==> config.mk <==
export PLATFORM = sky130hd
export DESIGN_NAME = msg_framer_spi
export DESIGN_NICKNAME = d
export VERILOG_FILES = /design/src/rtl/msg_framer_spi_pkg.sv /design/src/rtl/msg_framer_spi_csum16.sv /design/src/rtl/msg_framer_spi.sv
export SDC_FILE = /design/constraint.sdc
export NUM_CORES = 1
export LEC_CHECK = 0
export ABC_AREA = 1
export CAP_MARGIN = 20
export CORE_ASPECT_RATIO = 0.75
export CORE_MARGIN = 1
export CORE_UTILIZATION = 25
export DETAILED_ROUTE_END_ITERATION = 8
export GPL_TIMING_DRIVEN = 0
export SLEW_MARGIN = 10
export SYNTH_ARGS = -nofsm -noshare
export SYNTH_HDL_FRONTEND = slang
export SYNTH_SLANG_ARGS = --single-unit
==> constraint.sdc <==
create_clock -name SYS_CLK -period 1.99 [get_ports SYS_CLK]
set_clock_uncertainty 0.2 [all_clocks]
set_input_delay 0.2985 -clock SYS_CLK [delete_from_list [all_inputs] [get_ports SYS_CLK]]
set_output_delay 0.2985 -clock SYS_CLK [all_outputs]
set_load 0.05 [all_outputs]
==> src/rtl/msg_framer_spi_pkg.sv <==
// Shared definitions for the SPI message framer: FSM encoding, header
// constants and frame-layout helpers.
package msg_framer_spi_pkg;

  localparam logic [7:0] DEF_SYNC_BYTE = 8'hA5;
  localparam logic [7:0] DEF_SRC_ID    = 8'h01;

  // Frame layout: two header words, payload, one checksum word.
  localparam int unsigned HDR0_OFS   = 0;
  localparam int unsigned HDR1_OFS   = 1;
  localparam int unsigned PAY_OFS    = 2;
  localparam int unsigned CSUM_WORDS = 1;

  typedef enum logic [3:0] {
    ST_IDLE  = 4'd0,
    ST_START = 4'd1,
    ST_LATCH = 4'd2,
    ST_HDR0  = 4'd3,
    ST_HDR1  = 4'd4,
    ST_RD    = 4'd5,
    ST_FETCH = 4'd6,
    ST_PAY   = 4'd7,
    ST_CSUM  = 4'd8
  } state_t;

  function automatic logic [15:0] csum_add(input logic [15:0] acc, input logic [15:0] word);
    return acc + word;
  endfunction

  function automatic int unsigned frame_words(input logic [7:0] len);
    return PAY_OFS + int'(len) + CSUM_WORDS;
  endfunction

  function automatic logic is_out_state(input state_t s);
    return (s == ST_HDR0) || (s == ST_HDR1) || (s == ST_PAY) || (s == ST_CSUM);
  endfunction

endpackage

==> src/rtl/msg_framer_spi_csum16.sv <==
// 16-bit additive checksum accumulator; carries out of bit 15 are dropped.
module msg_framer_spi_csum16
  import msg_framer_spi_pkg::*;
(
  input  logic        SYS_CLK,
  input  logic        RST,
  input  logic        clr,
  input  logic        add,
  input  logic [15:0] din,
  output logic [15:0] sum
);

  always_ff @(posedge SYS_CLK) begin
    if (RST) begin
      sum <= 16'h0000;
    end else if (clr) begin
      sum <= 16'h0000;
    end else if (add) begin
      sum <= csum_add(sum, din);
    end
  end

endmodule

==> src/rtl/msg_framer_spi.sv <==
// Drains one full SPI message from the input FIFO and emits it as a framed
// word stream: header, length, payload, checksum.
//
// Output handshake: a word transfers on a rising edge where OUT_VALID and
// OUT_READY are both high; while OUT_VALID is high and OUT_READY is low,
// OUT_VALID and OUT_DATA hold their values.
module msg_framer_spi
  import msg_framer_spi_pkg::*;
#(
  parameter logic [7:0] SYNC_BYTE = DEF_SYNC_BYTE,
  parameter logic [7:0] SRC_ID    = DEF_SRC_ID
) (
  input  logic        SYS_CLK,
  input  logic        RST,
  input  logic        GOT_FULL_MSG,
  input  logic [7:0]  MSG_LEN,
  input  logic [15:0] FIFO_Q,
  output logic        MSG_START,
  output logic        RD_REQ,
  output logic [15:0] OUT_DATA,
  output logic        OUT_VALID,
  input  logic        OUT_READY,
  output logic        BUSY,
  output logic        MSG_DONE,
  output logic [3:0]  STATE_DBG
);

  state_t      state_q, state_d;
  logic [7:0]  len_q, cnt_q;
  logic [15:0] data_q, data_d;
  logic [15:0] csum;
  logic        acc;

  logic        msg_start_d, rd_req_d, out_valid_d, busy_d, msg_done_d;
  logic [15:0] out_data_d;

  assign acc       = OUT_VALID & OUT_READY;
  assign STATE_DBG = state_q;

  msg_framer_spi_csum16 u_csum (
    .SYS_CLK (SYS_CLK),
    .RST     (RST),
    .clr     (state_q == ST_LATCH),
    .add     (state_q == ST_FETCH),
    .din     (FIFO_Q),
    .sum     (csum)
  );

  always_comb begin
    state_d = state_q;
    case (state_q)
      ST_IDLE:  if (GOT_FULL_MSG) state_d = ST_START;
      ST_START: state_d = ST_LATCH;
      ST_LATCH: state_d = (MSG_LEN == 8'd0) ? ST_IDLE : ST_HDR0;
      ST_HDR0:  if (acc) state_d = ST_HDR1;
      ST_HDR1:  if (acc) state_d = ST_RD;
      ST_RD:    state_d = ST_FETCH;
      ST_FETCH: state_d = ST_PAY;
      ST_PAY:   if (acc) state_d = (cnt_q == 8'd1) ? ST_CSUM : ST_RD;
      ST_CSUM:  if (acc) state_d = ST_IDLE;
      default:  state_d = ST_IDLE;
    endcase
  end

  // Outputs are registered, so they are decoded from the state being entered.
  always_comb begin
    data_d      = (state_q == ST_FETCH) ? FIFO_Q : data_q;
    msg_start_d = (state_d == ST_START);
    rd_req_d    = (state_d == ST_RD);
    busy_d      = (state_d != ST_IDLE);
    out_valid_d = is_out_state(state_d);
    msg_done_d  = (state_q == ST_CSUM) && acc;
    out_data_d  = 16'h0000;
    case (state_d)
      ST_HDR0: out_data_d = {SYNC_BYTE, SRC_ID};
      ST_HDR1: out_data_d = {8'h00, len_q};
      ST_PAY:  out_data_d = data_d;
      ST_CSUM: out_data_d = csum;
      default: out_data_d = 16'h0000;
    endcase
  end

  always_ff @(posedge SYS_CLK) begin
    if (RST) begin
      state_q   <= ST_IDLE;
      len_q     <= 8'd0;
      cnt_q     <= 8'd0;
      data_q    <= 16'h0000;
      MSG_START <= 1'b0;
      RD_REQ    <= 1'b0;
      OUT_VALID <= 1'b0;
      OUT_DATA  <= 16'h0000;
      BUSY      <= 1'b0;
      MSG_DONE  <= 1'b0;
    end else begin
      state_q <= state_d;
      data_q  <= data_d;
      if (state_q == ST_LATCH) begin
        len_q <= MSG_LEN;
        cnt_q <= MSG_LEN;
      end else if ((state_q == ST_PAY) && acc) begin
        cnt_q <= cnt_q - 8'd1;
      end
      MSG_START <= msg_start_d;
      RD_REQ    <= rd_req_d;
      OUT_VALID <= out_valid_d;
      OUT_DATA  <= out_data_d;
      BUSY      <= busy_d;
      MSG_DONE  <= msg_done_d;
    end
  end

endmodule

==> flow_metrics.env <==
export IMPL_synth_seq_cells=73
export IMPL_postSynthAreaPerCell_um2=6.98
export IMPL_yosysMostFrequentCell="sky130_fd_sc_hd__nand2_1"
export IMPL_routed_via_density=4.58
export IMPL_die_w_um=148
export IMPL_synthArstFlopShare=0
export IMPL_synth_commonest_cells="139 x sky130_fd_sc_hd__nand2_1, 82 x sky130_fd_sc_hd__nor2_1, 73 x sky130_fd_sc_hd__dfxtp_1"
export IMPL_design_portCount=53
export IMPL_rows=39
export IMPL_powerDensity_nw_per_um2=878
export IMPL_critical_path_max_fanout=1
export IMPL_drc=0
export IMPL_drtAntennaViolNets=0
export IMPL_yosys_warns=0
export IMPL_synth_area_top_cells="sky130_fd_sc_hd__dfxtp_1 37%, sky130_fd_sc_hd__nand2_1 13%, sky130_fd_sc_hd__nor2_1 7.7%"
export IMPL_critical_path_n_buffers_inverters=1
export IMPL_initial_core_util=0.259
export IMPL_seq_area_frac_synth=0.366
export IMPL_core_area_um2=15400
export IMPL_clk_pin_slew_worst_paths_ns=0.06
export IMPL_drive_gt1_frac=0.163
export IMPL_synth_cell_type_count=40
export IMPL_drv_cap=0
export IMPL_detail_route_wl_per_cell_um=13.5
export IMPL_setup_violations_final=0
export IMPL_hold_viol=0
export IMPL_fin_cells=849
export IMPL_mappedNetlistArea_um2=3990
export IMPL_relSlewSlack=0.556
export IMPL_dieArea_um2=16500
export IMPL_critical_path_max_stage_delay_ns=0.80
export IMPL_initial_drt_pass_iterations=4
export IMPL_nNetsFinal=686
export IMPL_cts_htree_levels=3
export IMPL_global_route_wire_length_before_repair_mm=18.3
export IMPL_cts_sinks=73
export IMPL_path_class="flop to primary output"
export IMPL_synth_area_leader_cell="sky130_fd_sc_hd__dfxtp_1"
export IMPL_arrival_ns=1.46
export IMPL_via_count_of_the_first_global_routing_pass=3671
export IMPL_syn_inst=571
export IMPL_tightest_pin_transition_ns=0.666
export IMPL_setup_ws_ns=0.0285
export IMPL_p_leak_uw=0.00247
export IMPL_outcome="finished, final reports clean"
export IMPL_drtIter0Drc=258
export IMPL_yosysTopAreaCellShare=0.366
export IMPL_min_path_type="input port to flop"
export IMPL_cpLargestDelayFamily="buffers and inverters"
export IMPL_placed_cells_incl_taps=827
export IMPL_final_gp_congestion=0.838
export IMPL_total_power_uw=4720
export IMPL_port_buffers=51
export IMPL_final_period_utilization=0.986
export IMPL_final_seq_area_um2=1470
export IMPL_irDropWorstVdd_mv=0.501
export IMPL_antenna_found_initial=0
export IMPL_critPathRequiredTime_ns=1.49
export IMPL_grt_max_degree=13
export IMPL_num_fill_cells=1686
export IMPL_timing_fmax_ghz=0.510
export IMPL_clock_insertion_delay_worst_skew_ns=0.34
export IMPL_clk_root_buffer_cell="sky130_fd_sc_hd__clkbuf_16"
export IMPL_antenna_cells_inserted=0
export IMPL_gr_usage_all_layers=0.143
export IMPL_synthesis_nets=617
export IMPL_cp_capture_type="primary output"
export IMPL_grt_setup_unrepaired="yes"
export IMPL_place_worst_setup_slack_ns=-0.721
export IMPL_dp_wirelength_mm=8.45
export IMPL_floorplan_die_height_um=111
export IMPL_cts_buffers_inserted=9
export IMPL_area_growth_pct=34.9
export IMPL_timing_max_transition_violations_final=0
export IMPL_synth_enable_flop_cells=0
export IMPL_worst_setup_path_start_kind="flop"
export IMPL_grt_overflow=0
export IMPL_synth_ff_type="sky130_fd_sc_hd__dfxtp_1"
export IMPL_tritoncts_clock_tree="built"
export IMPL_routed_via_count=3891
export IMPL_multiInputGateArea_um2=2440
export IMPL_crit_chain="clkdlybuf4s50_1"
export IMPL_whs_ns=0.134
export IMPL_period_needed_ns=1.96
export IMPL_critical_path_slowest_cell="sky130_fd_sc_hd__clkdlybuf4s50_1"
export IMPL_finalWirelength_mm=11.4
export IMPL_clock_path_buffers=2
## tightest hold or removal path, cell delays in order
cell and delay [ns]:
sky130_fd_sc_hd__dlymetal6s2s_1 0.16, sky130_fd_sc_hd__nand2_1 0.10, sky130_fd_sc_hd__a21oi_1 0.06
## per-stage QoR
stage | area, um^2 | setup TNS (ns) | util
6_report | 5380 | 0 | 0.349
3_3_place_gp | 4760 | -10.53 | 0.309
4_1_cts | 5180 | 0 | 0.336
3_5_place_dp | 4760 | -10.29 | 0.309
5_1_grt | 5380 | -0.103 | 0.349
2_1_floorplan | 3990 | 0 | -
## cells by family after synthesis
family | share of synthesized area
compound gates | 0.120
flops | 0.366
mux | 0.0100
fa+ha+maj | 0.0584
xor+xnor | 0.0198
buf+inv | 0.0869
simple gates | 0.338
## final timing paths
| path | startpoint | depth (start not counted) | slack [ns] | endpoint |
|---|---|---|---|---|
| worst max-delay path | OUT_DATA[10] | 1 | 0.03 | OUT_DATA[10] |
| worst min-delay path | FIFO_Q[4] | 3 | 0.13 | data_q[4] |
| worst max register to register | u_csum.sum[7] | 8 | 0.07 | u_csum.sum[10] |
| worst min register to register | data_q[12] | 2 | 0.27 | data_q[12] |
## cell type report
cell class / count / share of cell area
buffer: 17 / 0.0198
clock buffer: 9 / 0.0419
clock inverter: 6 / 0.0109
inverter: 65 / 0.0458
multi-input combinational: 417 / 0.454
sequential: 73 / 0.273
tap: 205 / 0.0477
timing repair buffer: 57 / 0.107
## sequential cells by signal, indices dropped and copies added, names as in the netlist
| signal | flops |
|---|---|
| OUT_DATA | 16 |
| cnt_q | 8 |
| u_csum.sum | 16 |
| OUT_VALID | 1 |
| data_q | 16 |
| STATE_DBG | 4 |
| BUSY | 1 |
| MSG_START | 1 |
| len_q | 8 |
| RD_REQ | 1 |
| MSG_DONE | 1 |
## cells in the final DEF, fill, tap and decap left out, drive strengths merged, types with 2 or more instances in the layout
cell type	instances
clkdlybuf4s50	31
or2	3
clkbuf	14
a31oi	4
inv	66
nand3	37
a21o	2
ha	17
dlygate4sd2	8
nor3b	2
xor2	9
o22ai	7
nand4	16
nand2	146
clkinv	4
o21ai	23
o211ai	3
nor2	90
a21oi	43
dlymetal6s2s	12
mux2i	4
nor3	4
buf	18
o21bai	2
dfxtp	73
## where the power goes
part | switching, uW | total, uW | internal [uW]
logic | 1010 | 1480 | 475
registers | 78.6 | 1660 | 1590
clock network | 617 | 1570 | 958
## metal layers
layer / global-route usage / routed length (um) / up-vias
met5: 0 / 0 / -
met4: 0.0378 / 103 / 0
met3: 0.0344 / 575 / 9
met2: 0.217 / 4800 / 94
met1: 0.201 / 5950 / 1787
li1: - / - / 2001
## timing repair
action | 4_1_cts | 5_1_grt
gates resized for setup | 29 | 44
pin swaps | 5 | 13
hold buffers | 0 | 0
buffers inserted | 2 | 4
endpoints found under the setup margin | 22 | 28
gates cloned | 0 | 1
Note: power is estimated with default switching activity, not from simulation.
